### src/rtl/gate_tester_if.sv
// Bundles the gate_tester run-control/status signals and the gate-block a/b/y links.
// GATE_TESTER_FAIL_CAPTURE_EN adds the first-failure capture signals.
`timescale 1ns/1ps
interface gate_tester_if #(
  parameter int CNT_W = 8
);
  logic             start;
  logic             a;
  logic             b;
  logic [5:0]       y;
  logic             busy;
  logic             done;
  logic             pass;
  logic [CNT_W-1:0] err_cnt;
  logic [3:0]       fail_vec;
`ifdef GATE_TESTER_FAIL_CAPTURE_EN
  logic [1:0]       first_fail_idx;
  logic [5:0]       first_fail_y;
  logic             first_fail_vld;

  modport master (
    input  start, y,
    output a, b, busy, done, pass, err_cnt, fail_vec,
           first_fail_idx, first_fail_y, first_fail_vld
  );
  modport slave (
    output start, y,
    input  a, b, busy, done, pass, err_cnt, fail_vec,
           first_fail_idx, first_fail_y, first_fail_vld
  );
`else
  modport master (
    input  start, y,
    output a, b, busy, done, pass, err_cnt, fail_vec
  );
  modport slave (
    output start, y,
    input  a, b, busy, done, pass, err_cnt, fail_vec
  );
`endif
endinterface

### src/rtl/gate_tester.sv
// Self-test sequencer for the two-input gate block: walks ab=00..11, compares y to the truth table.
// Optional GATE_TESTER_FAIL_CAPTURE_EN latches the index and raw y of the first failing vector.
`timescale 1ns/1ps
module gate_tester #(
  parameter int SETTLE_CYCLES = 2,
  parameter int CNT_W         = 8
) (
  input  logic          clk,
  input  logic          rst,
  gate_tester_if.master bus
);

  localparam int SC_W = (SETTLE_CYCLES > 1) ? $clog2(SETTLE_CYCLES) : 1;
  localparam logic [SC_W-1:0]  SC_LAST = SC_W'(SETTLE_CYCLES - 1);
  localparam logic [CNT_W-1:0] CNT_MAX = '1;

  typedef enum logic [1:0] {IDLE, SETTLE, SAMPLE, DONE} state_t;

  state_t           state, state_nxt;
  logic [1:0]       idx, idx_nxt;
  logic [SC_W-1:0]  scnt, scnt_nxt;
  logic             a_r, a_nxt, b_r, b_nxt;
  logic             busy_r, busy_nxt, done_r, done_nxt, pass_r, pass_nxt;
  logic [CNT_W-1:0] err_r, err_nxt;
  logic [3:0]       fv_r, fv_nxt;
  logic [5:0]       mism;
`ifdef GATE_TESTER_FAIL_CAPTURE_EN
  logic [1:0]       ffi_r, ffi_nxt;
  logic [5:0]       ffy_r, ffy_nxt;
  logic             ffv_r, ffv_nxt;
`endif

  function automatic logic [5:0] golden(input logic [1:0] v);
    logic ga, gb;
    ga = v[1];
    gb = v[0];
    return {ga ^ gb, ~(ga | gb), ~(ga & gb), ~ga, ga | gb, ga & gb};
  endfunction

  function automatic logic [2:0] popcount6(input logic [5:0] m);
    logic [2:0] c;
    c = '0;
    for (int i = 0; i < 6; i++) c = c + 3'(m[i]);
    return c;
  endfunction

  // Wide enough that a narrow counter plus up to six new mismatches cannot wrap before the clamp.
  function automatic logic [CNT_W-1:0] sat_add(input logic [CNT_W-1:0] acc, input logic [2:0] inc);
    logic [CNT_W+2:0] sum;
    sum = (CNT_W+3)'(acc) + (CNT_W+3)'(inc);
    return (sum > (CNT_W+3)'(CNT_MAX)) ? CNT_MAX : sum[CNT_W-1:0];
  endfunction

  assign mism = bus.y ^ golden(idx);

  always_comb begin
    state_nxt = state;
    idx_nxt   = idx;
    scnt_nxt  = scnt;
    a_nxt     = a_r;
    b_nxt     = b_r;
    busy_nxt  = busy_r;
    done_nxt  = done_r;
    pass_nxt  = pass_r;
    err_nxt   = err_r;
    fv_nxt    = fv_r;
`ifdef GATE_TESTER_FAIL_CAPTURE_EN
    ffi_nxt   = ffi_r;
    ffy_nxt   = ffy_r;
    ffv_nxt   = ffv_r;
`endif
    case (state)
      IDLE, DONE: begin
        if (bus.start) begin
          state_nxt = SETTLE;
          idx_nxt   = 2'd0;
          scnt_nxt  = '0;
          a_nxt     = 1'b0;
          b_nxt     = 1'b0;
          busy_nxt  = 1'b1;
          done_nxt  = 1'b0;
          pass_nxt  = 1'b0;
          err_nxt   = '0;
          fv_nxt    = 4'b0000;
`ifdef GATE_TESTER_FAIL_CAPTURE_EN
          ffi_nxt   = 2'd0;
          ffy_nxt   = 6'd0;
          ffv_nxt   = 1'b0;
`endif
        end
      end
      SETTLE: begin
        scnt_nxt = scnt + 1'b1;
        if (scnt == SC_LAST) state_nxt = SAMPLE;
      end
      SAMPLE: begin
        err_nxt      = sat_add(err_r, popcount6(mism));
        fv_nxt[idx]  = fv_r[idx] | (|mism);
`ifdef GATE_TESTER_FAIL_CAPTURE_EN
        if (!ffv_r && (|mism)) begin
          ffi_nxt = idx;
          ffy_nxt = bus.y;
          ffv_nxt = 1'b1;
        end
`endif
        if (idx == 2'd3) begin
          state_nxt = DONE;
          busy_nxt  = 1'b0;
          done_nxt  = 1'b1;
          pass_nxt  = (err_nxt == '0);
        end else begin
          state_nxt = SETTLE;
          idx_nxt   = idx + 2'd1;
          a_nxt     = idx_nxt[1];
          b_nxt     = idx_nxt[0];
          scnt_nxt  = '0;
        end
      end
      default: state_nxt = IDLE;
    endcase
  end

  always_ff @(posedge clk or posedge rst) begin
    if (rst) begin
      state  <= IDLE;
      idx    <= 2'd0;
      scnt   <= '0;
      a_r    <= 1'b0;
      b_r    <= 1'b0;
      busy_r <= 1'b0;
      done_r <= 1'b0;
      pass_r <= 1'b0;
      err_r  <= '0;
      fv_r   <= 4'b0000;
`ifdef GATE_TESTER_FAIL_CAPTURE_EN
      ffi_r  <= 2'd0;
      ffy_r  <= 6'd0;
      ffv_r  <= 1'b0;
`endif
    end else begin
      state  <= state_nxt;
      idx    <= idx_nxt;
      scnt   <= scnt_nxt;
      a_r    <= a_nxt;
      b_r    <= b_nxt;
      busy_r <= busy_nxt;
      done_r <= done_nxt;
      pass_r <= pass_nxt;
      err_r  <= err_nxt;
      fv_r   <= fv_nxt;
`ifdef GATE_TESTER_FAIL_CAPTURE_EN
      ffi_r  <= ffi_nxt;
      ffy_r  <= ffy_nxt;
      ffv_r  <= ffv_nxt;
`endif
    end
  end

  assign bus.a        = a_r;
  assign bus.b        = b_r;
  assign bus.busy     = busy_r;
  assign bus.done     = done_r;
  assign bus.pass     = pass_r;
  assign bus.err_cnt  = err_r;
  assign bus.fail_vec = fv_r;
`ifdef GATE_TESTER_FAIL_CAPTURE_EN
  assign bus.first_fail_idx = ffi_r;
  assign bus.first_fail_y   = ffy_r;
  assign bus.first_fail_vld = ffv_r;
`endif

endmodule

### src/flat_wrapper.sv
// flat-port wrapper written by rule: the top's interface ports become plain ports
module gate_tester_flat 
#(
  parameter int SETTLE_CYCLES = 2,
  parameter int CNT_W         = 8
)
  (clk, rst, bus_start, bus_y, bus_a, bus_b, bus_busy, bus_done, bus_pass, bus_err_cnt, bus_fail_vec);
  gate_tester_if #(.CNT_W(CNT_W)) bus_i ();
  input  logic clk;
  input  logic rst;
  input wire logic [$bits(bus_i.start)-1:0] bus_start;
  input wire logic [$bits(bus_i.y)-1:0] bus_y;
  output wire logic [$bits(bus_i.a)-1:0] bus_a;
  output wire logic [$bits(bus_i.b)-1:0] bus_b;
  output wire logic [$bits(bus_i.busy)-1:0] bus_busy;
  output wire logic [$bits(bus_i.done)-1:0] bus_done;
  output wire logic [$bits(bus_i.pass)-1:0] bus_pass;
  output wire logic [$bits(bus_i.err_cnt)-1:0] bus_err_cnt;
  output wire logic [$bits(bus_i.fail_vec)-1:0] bus_fail_vec;
  assign bus_i.start = bus_start;
  assign bus_i.y = bus_y;
  assign bus_a = bus_i.a;
  assign bus_b = bus_i.b;
  assign bus_busy = bus_i.busy;
  assign bus_done = bus_i.done;
  assign bus_pass = bus_i.pass;
  assign bus_err_cnt = bus_i.err_cnt;
  assign bus_fail_vec = bus_i.fail_vec;
  gate_tester #(.SETTLE_CYCLES(SETTLE_CYCLES), .CNT_W(CNT_W)) u_core (.clk(clk), .rst(rst), .bus(bus_i));
endmodule
### config.mk
export PLATFORM = sky130hd
export DESIGN_NAME = gate_tester_flat
export DESIGN_NICKNAME = d
export VERILOG_FILES = /design/src/rtl/gate_tester_if.sv /design/src/rtl/gate_tester.sv /design/src/flat_wrapper.sv
export SDC_FILE = /design/constraint.sdc
export NUM_CORES = 1
export LEC_CHECK = 0
export ABC_AREA = 1
export ABC_CLOCK_PERIOD_IN_PS = 10580
export BUFFER_PORTS_ARGS = -buffer_cell sky130_fd_sc_hd__buf_4
export CAP_MARGIN = 20
export CORE_ASPECT_RATIO = 2
export CORE_MARGIN = 2
export CORE_UTILIZATION = 45
export CTS_BUF_LIST = sky130_fd_sc_hd__clkbuf_4
export DETAILED_ROUTE_END_ITERATION = 10
export GPL_TIMING_DRIVEN = 0
export HOLD_SLACK_MARGIN = 0.12
export PLACE_DENSITY = 0.76
export SYNTH_ARGS = -nofsm -noshare
export SYNTH_HDL_FRONTEND = slang
export SYNTH_SLANG_ARGS = --single-unit
### constraint.sdc
create_clock -name clk -period 10.58 [get_ports clk]
set_input_delay 2.116 -clock clk [delete_from_list [all_inputs] [get_ports clk]]
set_output_delay 2.116 -clock clk [all_outputs]
set_load 0.02 [all_outputs]
== Word level (Yosys, flattened, before mapping) ==
Index checks and enable logic that the tools add are counted.

* Add/subtract/negate cells: 8
* Magnitude comparators: 3
* Equal/unequal tests: 8
* Mux-type cells: 31
* Bitwise logic cells: 8
* Reductions and logical operators: 11

{| class="wikitable"
|+ Operators with widths
! kind !! count
|-
| $mux 8 || 2
|-
| $pmux 8 s2 || 1
|-
| $add 3x1->3 || 4
|-
| $gt 11x8->1 const B || 1
|-
| $mux 1 || 10
|-
| $mux 2 || 5
|-
| $pmux 1 s2 || 5
|-
| $add 8x3->9 || 1
|-
| $logic_not 8->1 || 1
|-
| $pmux 4 s2 || 1
|-
| $eq 2x2->1 const B || 3
|-
| $pmux 2 s3 || 1
|-
| $reduce_and 2->1 || 3
|-
| $reduce_and 3->1 || 2
|-
| $reduce_or 6->1 || 1
|-
| $xor 6x6->6 || 1
|-
| $bwmux 4 || 1
|-
| $mux 4 || 1
|-
| $ne 2x1->1 const B || 2
|-
| $ne 2x2->1 const B || 2
|-
| $pmux 2 s2 || 1
|-
| $lt 2x3->1 const B || 1
|-
| $not 1->1 || 3
|-
| $pmux 1 s3 || 1
|-
| other kinds (14) || 15
|}

* Register bits after elaboration: 22
* Input port bits: 9
* Output and inout port bits: 17
* Word-level logic and storage cells: 79

== Depth between registers and ports, before layout ==
Gate-level depths: netlist (run 1).

* Depth after elaboration: 14
* Depth in mapped cells: 20

== Worst setup path after synthesis (run 1) ==
OpenSTA, ideal clock, no wires.

* Path type: input-to-reg
* Start point: input port bus_y[0]
* End point: register u_core.pass_r, in the netlist u_core.bus.pass
* Setup time: 65 ps
* Data arrival time: 5096 ps
* Slack: 5419 ps
* Cell stages on the path: 15
* Path buffers: 0
* Cells stage by stage: xnor2_1 > inv_1 > ha_1 > inv_1 > fa_1 > fa_1 > fa_1 > inv_1 > fa_1 > or2_2 > nor2_1 > nand4_1 > nor2_1 > nand2_1 > nand2_1

* Cells in the longest elaborated chain, start to end: 12

{| class="wikitable"
|+ Ends and longest elaborated chain
! element !! RTL line !! text
|-
| from (decl) || flat_wrapper.sv:12 || <nowiki>input wire logic [$bits(bus_i.y)-1:0] bus_y;</nowiki>
|-
| $xor 6x6->6 * || gate_tester.sv:54 || <nowiki>assign mism = bus.y ^ golden(idx);</nowiki>
|-
| $add 1x1->2 * || gate_tester.sv:43 || <nowiki>for (int i = 0; i < 6; i++) c = c + 3'(m[i]);</nowiki>
|-
| $add 3x1->3 * (4 in series) || gate_tester.sv:43 ||
|-
| $add 8x3->9 * || gate_tester.sv:50 || <nowiki>sum = (CNT_W+3)'(acc) + (CNT_W+3)'(inc);</nowiki>
|-
| $gt 11x8->1 || gate_tester.sv:51 || <nowiki>return (sum > (CNT_W+3)'(CNT_MAX)) ? CNT_MAX : sum[CNT_W-1:0];</nowiki>
|-
| $mux 8 * || gate_tester.sv:51 ||
|-
| $logic_not 8->1 * || gate_tester.sv:110 || <nowiki>pass_nxt = (err_nxt == '0);</nowiki>
|-
| $mux 1 * || gate_tester.sv:106 || <nowiki>if (idx == 2'd3) begin</nowiki>
|-
| $pmux 1 s2 * || gate_tester.sv:72 || <nowiki>case (state)</nowiki>
|-
| to (signal assigned) || gate_tester.sv:148 || <nowiki>pass_r <= pass_nxt;</nowiki>
|-
| to (decl) || gate_tester.sv:23 || <nowiki>logic busy_r, busy_nxt, done_r, done_nxt, pass_r, pass_nxt;</nowiki>
|}

Mark *: on every way between the ends. The rest lies on a longest branch, timed or not. The select of a mux whose other input is x is not followed.
A chain may end at the register's enable or synchronous reset.

== Worst setup path in the final report (run 1) ==
Same ends and word-level chain as after synthesis.

==> impl_metrics.env, run 1 <==
export IMPL_hold_viol=0
export IMPL_drc=0
export IMPL_stdcell_area_sq_um=1730
export IMPL_synthSimpleGateAreaFrac_pct=25.0
export IMPL_finClkSkew_ps=28.1
export IMPL_drt_pre_antenna_iters=4
export IMPL_start_util_pct=46.7
export IMPL_drive_gt1_share_pct=17.6
export IMPL_numPortBuffers=25
export IMPL_drv_slew=0
export IMPL_synthFlopType="dfrtp_1"
export IMPL_vias=1357
export IMPL_antenna_found_initial=0
export IMPL_place_gp_congestion=0.918
export IMPL_synth_top_family_by_area="simple AND/OR/NAND/NOR gates"
export IMPL_crit_type="in -> reg"
export IMPL_yosysTopAreaCell="dfrtp_1"
export IMPL_nNetsFinal=253
export IMPL_hpwlAfterDp_um=2750
export IMPL_slew_headroom_pct=48.9
export IMPL_pre_cts_slack_ps=5100
export IMPL_synth_seq_cells=20
export IMPL_yosys_warnings=0
export IMPL_p_leak_nw=0.948
export IMPL_rsz0062_at_grt="false"
export IMPL_cts_resized=0
export IMPL_cap_violations=0
export IMPL_crit_arrival_ps=5430
export IMPL_grt_max_degree=21
export IMPL_cts_root_to_sink_buffers=2
export IMPL_crit_required_ps=10810
export IMPL_p_clk_share_pct=7.5
export IMPL_final_cell_mix="nand2_1 (57), inv_1 (30), buf_4 (25), dfrtp_1 (20)"
export IMPL_async_flop_share_pct=100
export IMPL_power_switching_share_pct=51.3
export IMPL_grt_remaining_overflow=0
export IMPL_fin_setup_tns_ps=0
export IMPL_postSynthNetCount=223
export IMPL_htreeDepth=1
export IMPL_grt_pass1_vias=1395
export IMPL_yosysSeqAreaShare_pct=34.0
export IMPL_cts_root_buf="clkbuf_4"
export IMPL_numCtsBuffers=3
export IMPL_tritoncts="built"
export IMPL_synth_area_leaders="dfrtp_1 (34%), nand2_1 (15%), ha_1 (10%)"
export IMPL_grt_pass1_wl_um=5750
export IMPL_p_seq_share_pct=23.3
export IMPL_io_pins=26
export IMPL_rows=29
export IMPL_period_share_pct=49.2
export IMPL_antenna_cells=0
export IMPL_dr_first_iter_drc_count=23
export IMPL_period_minus_slack_ps=5200
export IMPL_hold_class="reg -> reg"
export IMPL_startpoint_type="input port"
export IMPL_clock_latency_ps=310
export IMPL_p_int_uw=239
export IMPL_place_area_sq_um=1700
export IMPL_synthMuxAreaShare_pct=0
export IMPL_clk_pin_slew_ps=130
export IMPL_area_growth_pct=17.1
export IMPL_multiInputGateArea_sq_um=830
export IMPL_power_frac_comb_pct=69.2
export IMPL_cp_max_fo=2
export IMPL_vias_per_cell=5.26
export IMPL_setup_violations=0
export IMPL_cts_hold_buf=0
export IMPL_core_area_sq_um=3160
export IMPL_grt_util_all_layers_pct=19.7
export IMPL_die_w_um=44.5
export IMPL_worst_pin_slew_ps=765
export IMPL_ant_nets=0
export IMPL_endpoint_kind="flip-flop"
export IMPL_cellPowerDensity_nw_per_um2=285
export IMPL_yosysTopAreaCellShare_pct=34.0
export IMPL_synth_cell_type_count=27
export IMPL_clkSinkCount=20
export IMPL_die_h_um=84.9
export IMPL_synth_compound_area_share_pct=12.1
export IMPL_worst_slack_ps=5380
export IMPL_status="finished clean"
export IMPL_fill_cells=308
export IMPL_syn_area_sq_um=1470
export IMPL_synth_fa_ha_area_share_pct=15.6
export IMPL_synth_edf_count=0
export IMPL_max_vdd_ir_drop_uv=144
export IMPL_syn_avg_cell_area_sq_um=7.44
export IMPL_hold_ws_ps=509
export IMPL_fmax_mhz=192
export IMPL_final_common_cell="nand2_1"
export IMPL_wl_per_cell_um=12.9
export IMPL_die_area_sq_um=3780
export IMPL_wirelength_um=3320
export IMPL_synth_xor_area_share_pct=3.57
export IMPL_cts_setup_buffers=0
export IMPL_p_sw_uw=253
export IMPL_regArea_sq_um=500
export IMPL_netlist_instances=198
## state kept, by name, indices dropped and copies added (netlist names)
name                 cells
u_core.bus.busy          1
u_core.bus.pass          1
u_core.state             2
u_core.scnt              1
u_core.idx               1
u_core.bus.a             1
u_core.bus.done          1
u_core.bus.fail_vec      4
u_core.bus.err_cnt       8
## synth_stat cells, types with 2 or more instances
cell type and n:
a21oi_1 10, dfrtp_1 20, fa_1 4, ha_1 12, inv_1 30, inv_2 6, nand2_1 57, nand3_1 12
nand3b_1 3, nand4_1 2, nor2_1 8, o21ai_0 2, o21ai_1 12, o22ai_1 3, xnor2_1 3, xor2_1 3
## layout make-up
type | instances | area share (%)
Buffer | 1 | 0.290
Tap cell | 31 | 2.25
Inverter | 37 | 8.04
Clock buffer | 3 | 1.30
Multi-Input combinational cell | 140 | 48.0
Clock inverter | 1 | 0.217
Sequential cell | 20 | 29.0
Timing Repair Buffer | 25 | 10.9
## metrics by stage
| step | total power [mW] | util, % | instances |
|---|---|---|---|
| finish | 0.492 | 54.7 | 258 |
| global route | 0.542 | 54.7 | 258 |
| CTS | 0.495 | 54.7 | 258 |
| detailed placement | 0.456 | 53.9 | 254 |
| global placement | 0.451 | 53.9 | 254 |
| floorplan | 0.363 | - | 198 |
## layer usage
layer  global-route usage [%]  wire (um)
met1                     20.6       1220
met2                     37.5       1910
met3                     1.28         93
met4                     7.99         90
met5                        0          0
## power groups by stage
stage	combinational (mW)	clock (mW)	sequential, mW
finish	0.341	0.0368	0.115
global route	0.384	0.0407	0.118
CTS	0.342	0.0375	0.115
detailed placement	0.340	0	0.117
global placement	0.334	0	0.116
floorplan	0.234	0	0.129
## critical path: stages
cell	delay, ps
buf_4	110
xnor2_1	180
inv_1	70
ha_1	300
inv_1	70
fa_1	420
fa_1	400
fa_1	490
inv_1	60
fa_1	500
or2_2	300
nor2_1	120
nand4_1	90
nor2_1	120
nand2_1	50
nand2_1	50
## cells by family (layout without fill, tap and decap cells)
family	after synthesis	after routing
AOI/OAI and AO/OA	31	31
and+or+nand+nor	87	87
buffers and inverters	38	67
xor gates and xnor gates	6	6
adders and majority gates	16	16
DFF	20	20
## final timing paths
path                                  from                    end  slack, ps  depth (start not counted)
setup / recovery                  bus_y[0]        u_core.bus.pass       5380                         16
hold / removal             u_core.bus.done        u_core.bus.done        510                          2
setup reg to reg             u_core.idx[0]        u_core.bus.pass       6340                         17
hold reg to reg            u_core.bus.done        u_core.bus.done        510                          2
max in group asynchronous              rst        u_core.bus.pass       8140                          2
min in group asynchronous              rst  u_core.bus.err_cnt[2]       1930                          2
Power figures use the tool's default switching activity.
==> run 2: changes to the inputs <==
Settings changed: ABC_CLOCK_PERIOD_IN_PS 10580 to 4200, PLACE_DENSITY 0.76 to 0.79.
Clock period 10.58 ns to 4.2 ns, I/O delays scaled along.
==> run 2 against run 1 <==
Net effect: total power rose to 2.6 times the previous value; first-iteration DRC count rose by 70%; non-clock buffer count rose by 3; critical path depth rose by 1; largest power group unchanged.
==> impl_metrics.env, run 2 (synthesized netlist as in run 1, its figures left out) <==
export IMPL_status="finished clean"
export IMPL_stdcell_area_sq_um=1780
export IMPL_ant_nets=0
export IMPL_use_met1_pct=19.9
export IMPL_wl_per_cell_um=13.3
export IMPL_die_h_um=84.9
export IMPL_period_minus_slack_ps=4010
export IMPL_clock_latency_ps=300
export IMPL_grt_pass1_vias=1327
export IMPL_hold_class="reg -> reg"
export IMPL_fill_cells=315
export IMPL_drive_gt1_share_pct=21.7
export IMPL_worst_pin_slew_ps=803
export IMPL_tritoncts="built"
export IMPL_p_int_uw=629
export IMPL_hpwlAfterDp_um=2750
export IMPL_max_stage_delay_ps=490
export IMPL_period_share_pct=95.6
export IMPL_grt_pass1_wl_um=5610
export IMPL_antenna_found_initial=0
export IMPL_crit_start="u_core.bus.a"
export IMPL_die_w_um=44.5
export IMPL_crit_slowest_cell="fa_1"
export IMPL_path_cells="inv_1 -> ha_4 -> xor2_2 -> inv_1 -> ha_1 -> inv_1 -> fa_1 -> fa_1 -> fa_1 -> inv_1 -> fa_1 -> or2_2 -> nor2_1 -> nand4_1 -> nor2_1 -> nand2_1 -> nand2_1"
export IMPL_p_sw_uw=650
export IMPL_critPathBufInv=4
export IMPL_slew_headroom_pct=46.4
export IMPL_place_area_sq_um=1700
export IMPL_hold_viol=0
export IMPL_hold_ws_ps=516
export IMPL_cp_max_fo=7
export IMPL_power_switching_share_pct=50.8
export IMPL_rows=29
export IMPL_place_gp_congestion=0.925
export IMPL_crit_arrival_ps=4270
export IMPL_crit_cells=17
export IMPL_cellPowerDensity_nw_per_um2=718
export IMPL_r2r_setup_slack_ps=190
export IMPL_max_vdd_ir_drop_uv=366
export IMPL_regArea_sq_um=503
export IMPL_crit_end="u_core.bus.pass"
export IMPL_grtUsageMet2_pct=37.2
export IMPL_cap_violations=0
export IMPL_crit_type="reg -> reg"
export IMPL_finClkSkew_ps=2.41
export IMPL_start_util_pct=46.7
export IMPL_nNetsFinal=256
export IMPL_grt_max_degree=21
export IMPL_final_common_cell="nand2_1"
export IMPL_numCtsBuffers=3
export IMPL_dr_first_iter_drc_count=39
export IMPL_fin_setup_tns_ps=0
export IMPL_drt_pre_antenna_iters=4
export IMPL_fmax_mhz=249
export IMPL_p_leak_nw=0.966
export IMPL_wirelength_um=3470
export IMPL_cts_root_to_sink_buffers=2
export IMPL_io_pins=26
export IMPL_met3_usage_pct=1.49
export IMPL_multiInputGateArea_sq_um=860
export IMPL_drv_slew=0
export IMPL_grt_remaining_overflow=0
export IMPL_startpoint_type="flip-flop"
export IMPL_finalCoreUtilization_pct=56.4
export IMPL_power_frac_comb_pct=69.8
export IMPL_vias_per_cell=5.26
export IMPL_largest_reg_flops=8
export IMPL_clk_pin_slew_ps=110
export IMPL_gr_max_usage_layer="met2"
export IMPL_power_mw=1.28
export IMPL_vias=1374
export IMPL_clkSinkCount=20
export IMPL_final_cell_mix="nand2_1 (57), inv_1 (29), buf_4 (28), dfrtp_1 (18)"
export IMPL_die_area_sq_um=3780
export IMPL_htreeDepth=1
export IMPL_grt_util_all_layers_pct=19.8
export IMPL_numPortBuffers=25
export IMPL_r2r_start="u_core.bus.a"
export IMPL_area_growth_pct=20.9
export IMPL_drc=0
export IMPL_r2r_end="u_core.bus.pass"
export IMPL_endpoint_kind="flip-flop"
export IMPL_core_area_sq_um=3160
export IMPL_setup_violations=0
export IMPL_p_clk_share_pct=7.4
export IMPL_cp_top_family="adder cells"
export IMPL_r2r_worst_path_cells=17
export IMPL_crit_required_ps=4450
export IMPL_p_seq_share_pct=22.7
export IMPL_cts_root_buf="clkbuf_4"
export IMPL_antenna_cells=0
## run 2: layer usage
metal	wire (um)	up-vias
met5	0	-
met4	97	0
met3	98	10
met2	2010	29
met1	1260	646
li1	-	689
## run 2: how the worst min path moves through the flow
stage | start | to | slack (ps) | depth (start not counted)
floorplan | u_core.state[1] | u_core.state[1] | 480 | 2
global placement | u_core.bus.done | u_core.bus.done | 470 | 2
detailed placement | u_core.bus.done | u_core.bus.done | 490 | 2
CTS | u_core.bus.done | u_core.bus.done | 520 | 2
global route | u_core.bus.pass | u_core.bus.pass | 540 | 2
finish | u_core.bus.done | u_core.bus.done | 520 | 2
## run 2: final cells by class
type	instances	area share, %
Multi-Input combinational cell	140	48.2
Sequential cell	20	28.2
Timing Repair Buffer	28	11.8
Inverter	37	7.79
Tap cell	31	2.18
Clock buffer	3	1.26
Buffer	1	0.281
Clock inverter	1	0.211
## run 2: stage by stage
stage | instances | worst slack [ps]
final | 261 | 185
after global routing | 261 | -22.5
after CTS | 258 | 8.10
after detailed placement | 254 | -23.0
after global placement | 254 | 16.5
after floorplan | 198 | 228
## run 2: power groups by stage
stage | logic [mW] | registers, mW | clock network [mW]
2_1_floorplan | 0.590 | 0.324 | 0
3_3_place_gp | 0.837 | 0.293 | 0
3_5_place_dp | 0.857 | 0.294 | 0
4_1_cts | 0.864 | 0.290 | 0.0955
5_1_grt | 1.01 | 0.299 | 0.105
6_report | 0.893 | 0.291 | 0.0948
## run 2: tightest hold or removal path, cell delays in order (launching register included)
cell and delay (ps):
dfrtp_1 370, nand2_1 60, nand2_1 50
## run 2: what timing repair did
| action | CTS | global route |
|---|---|---|
| resized for setup | 0 | 8 |
| setup buffers | 0 | 3 |
| hold buffers | 0 | 0 |
| endpoints found under the setup margin | 0 | 7 |
==> run 3: changes to the inputs <==
Settings changed: CELL_PAD_IN_SITES_DETAIL_PLACEMENT from default to 0, CELL_PAD_IN_SITES_GLOBAL_PLACEMENT from default to 2, CORE_UTILIZATION 45 to 29, PLACE_DENSITY 0.79 to 0.87, SETUP_SLACK_MARGIN from default to 0.2.
==> run 3 against run 2 <==
Net effect: via count increased by 0.36%; total power increased by 8.7%; first-iteration DRC count decreased by 51%; die area increased by 51%; wire length increased by 16%; fmax increased by 4.6%; flip-flop and latch count unchanged; final area increased by 5.6%; sequential power about the same; largest cell class unchanged; highest routed layer unchanged.
==> impl_metrics.env, run 3 (synthesized netlist as in run 1, its figures left out) <==
export IMPL_rsz0062_at_grt="true"
export IMPL_finClkSkew_ps=2.34
export IMPL_r2r_end="u_core.bus.pass"
export IMPL_power_switching_share_pct=50.6
export IMPL_clkSinkCount=20
export IMPL_worst_slack_ps=362
export IMPL_grt_pass1_wl_um=6660
export IMPL_vias_per_cell=4.72
export IMPL_hold_class="reg -> reg"
export IMPL_grt_pass1_vias=1415
export IMPL_antenna_cells=0
export IMPL_grt_remaining_overflow=0
export IMPL_p_sw_uw=703
export IMPL_drt_pre_antenna_iters=6
export IMPL_core_area_sq_um=4860
export IMPL_status="finished clean"
export IMPL_clock_latency_ps=310
export IMPL_crit_required_ps=4460
export IMPL_io_pins=26
export IMPL_setup_violations=0
export IMPL_cp_max_fo=4
export IMPL_pre_cts_slack_ps=-50.4
export IMPL_numPortBuffers=25
export IMPL_crit_end="u_core.bus.pass"
export IMPL_place_gp_congestion=0.745
export IMPL_area_growth_pct=27.7
export IMPL_wl_per_cell_um=13.8
export IMPL_finalCoreUtilization_pct=38.7
export IMPL_crit_type="reg -> reg"
export IMPL_fmax_mhz=261
export IMPL_hold_viol=0
export IMPL_p_leak_nw=0.991
export IMPL_instances_no_fill=292
export IMPL_die_h_um=105
export IMPL_slew_headroom_pct=44.3
export IMPL_power_frac_comb_pct=71.8
export IMPL_dr_first_iter_drc_count=19
export IMPL_rows=36
export IMPL_cap_violations=0
export IMPL_cts_root_buf="clkbuf_4"
export IMPL_hpwlAfterDp_um=3170
export IMPL_dp_cells=280
export IMPL_vias=1379
export IMPL_r2r_setup_slack_ps=360
export IMPL_endpoint_kind="flip-flop"
export IMPL_drv_slew=0
export IMPL_die_area_sq_um=5700
export IMPL_worst_pin_slew_ps=834
export IMPL_r2r_start="u_core.bus.a"
export IMPL_wirelength_um=4020
export IMPL_crit_start="u_core.bus.a"
export IMPL_grt_util_all_layers_pct=16.0
export IMPL_numCtsBuffers=3
export IMPL_drive_gt1_share_pct=26.4
export IMPL_drc=0
export IMPL_cts_root_to_sink_buffers=2
export IMPL_tritoncts="built"
export IMPL_period_share_pct=91.4
export IMPL_grt_max_degree=21
export IMPL_ant_nets=0
export IMPL_die_w_um=54.4
export IMPL_largest_reg_flops=8
export IMPL_final_cell_mix="nand2_1 (54), buf_4 (33), inv_1 (27), dfrtp_1 (18)"
export IMPL_p_seq_share_pct=20.9
export IMPL_period_minus_slack_ps=3840
export IMPL_htreeDepth=1
export IMPL_nNetsFinal=261
export IMPL_p_int_uw=687
export IMPL_startpoint_type="flip-flop"
export IMPL_cts_hold_buf=0
export IMPL_max_vdd_ir_drop_uv=346
export IMPL_clk_pin_slew_ps=120
export IMPL_crit_arrival_ps=4100
export IMPL_r2r_worst_path_cells=17
export IMPL_cellPowerDensity_nw_per_um2=739
export IMPL_start_util_pct=30.3
export IMPL_p_clk_share_pct=7.3
export IMPL_antenna_found_initial=0
export IMPL_final_common_cell="nand2_1"
## run 3: worst min path at each step
stage | startpoint | to | slack, ps | depth (start not counted)
after global routing | u_core.bus.pass | u_core.bus.pass | 570 | 2
after floorplan | u_core.state[1] | u_core.state[1] | 480 | 2
after CTS | u_core.bus.done | u_core.bus.done | 510 | 2
after global placement | u_core.bus.done | u_core.bus.done | 480 | 2
final | u_core.bus.done | u_core.bus.done | 510 | 2
after detailed placement | u_core.bus.done | u_core.bus.done | 480 | 2
## run 3: power groups by stage
stage	Sequential, mW	Clock [mW]	Combinational, mW
after detailed placement	0.296	0	0.877
after global placement	0.295	0	0.868
after floorplan	0.324	0	0.590
final	0.291	0.101	0.998
after global routing	0.299	0.111	1.11
after CTS	0.287	0.104	0.931
## run 3: cell type report
class,count,area [sq um]
plain buffers,1,5.00
clock buffers,3,22.5
clock inverters,1,3.75
fillers,529,2980
inverters,37,144
multi-input cells,140,885
flip-flops and latches,20,503
well taps,57,71.3
repair buffers,33,248
## run 3: per-stage QoR
step	hold slack [ps]	area [sq um]	TNS, ps	power, mW
4_1_cts	514	1820	0	1.32
5_1_grt	567	1880	0	1.52
2_1_floorplan	477	1470	0	0.914
3_3_place_gp	480	1730	0	1.16
3_5_place_dp	483	1730	-50.4	1.17
6_report	513	1880	0	1.39
## run 3: timing repair
item / CTS / global route
resized for setup: 9 / 10
setup endpoints to repair: 9 / 7
pin swaps: 0 / 7
setup buffers: 4 / 4
## run 3: worst max-delay path, stage by stage, from the launching register on
cell	delay [ps]
dfrtp_2	480
inv_4	90
ha_4	170
xor2_2	170
inv_1	60
ha_1	270
inv_1	50
fa_1	500
fa_2	370
fa_1	500
inv_2	50
fa_2	420
or2_4	240
nor2_1	100
nand4_1	100
nor2_1	110
nand2_1	60
nand2_1	50
## run 3: per-layer routing
| layer | share of wire [%] | track usage (%) | vias up | wire (um) |
|---|---|---|---|---|
| met5 | 0 | 0 | - | 0 |
| met4 | 3.0 | 6.79 | 0 | 119 |
| met3 | 2.1 | 1.29 | 9 | 85 |
| met2 | 59 | 29.8 | 29 | 2360 |
| met1 | 36 | 17.0 | 642 | 1460 |
| li1 | - | - | 699 | - |
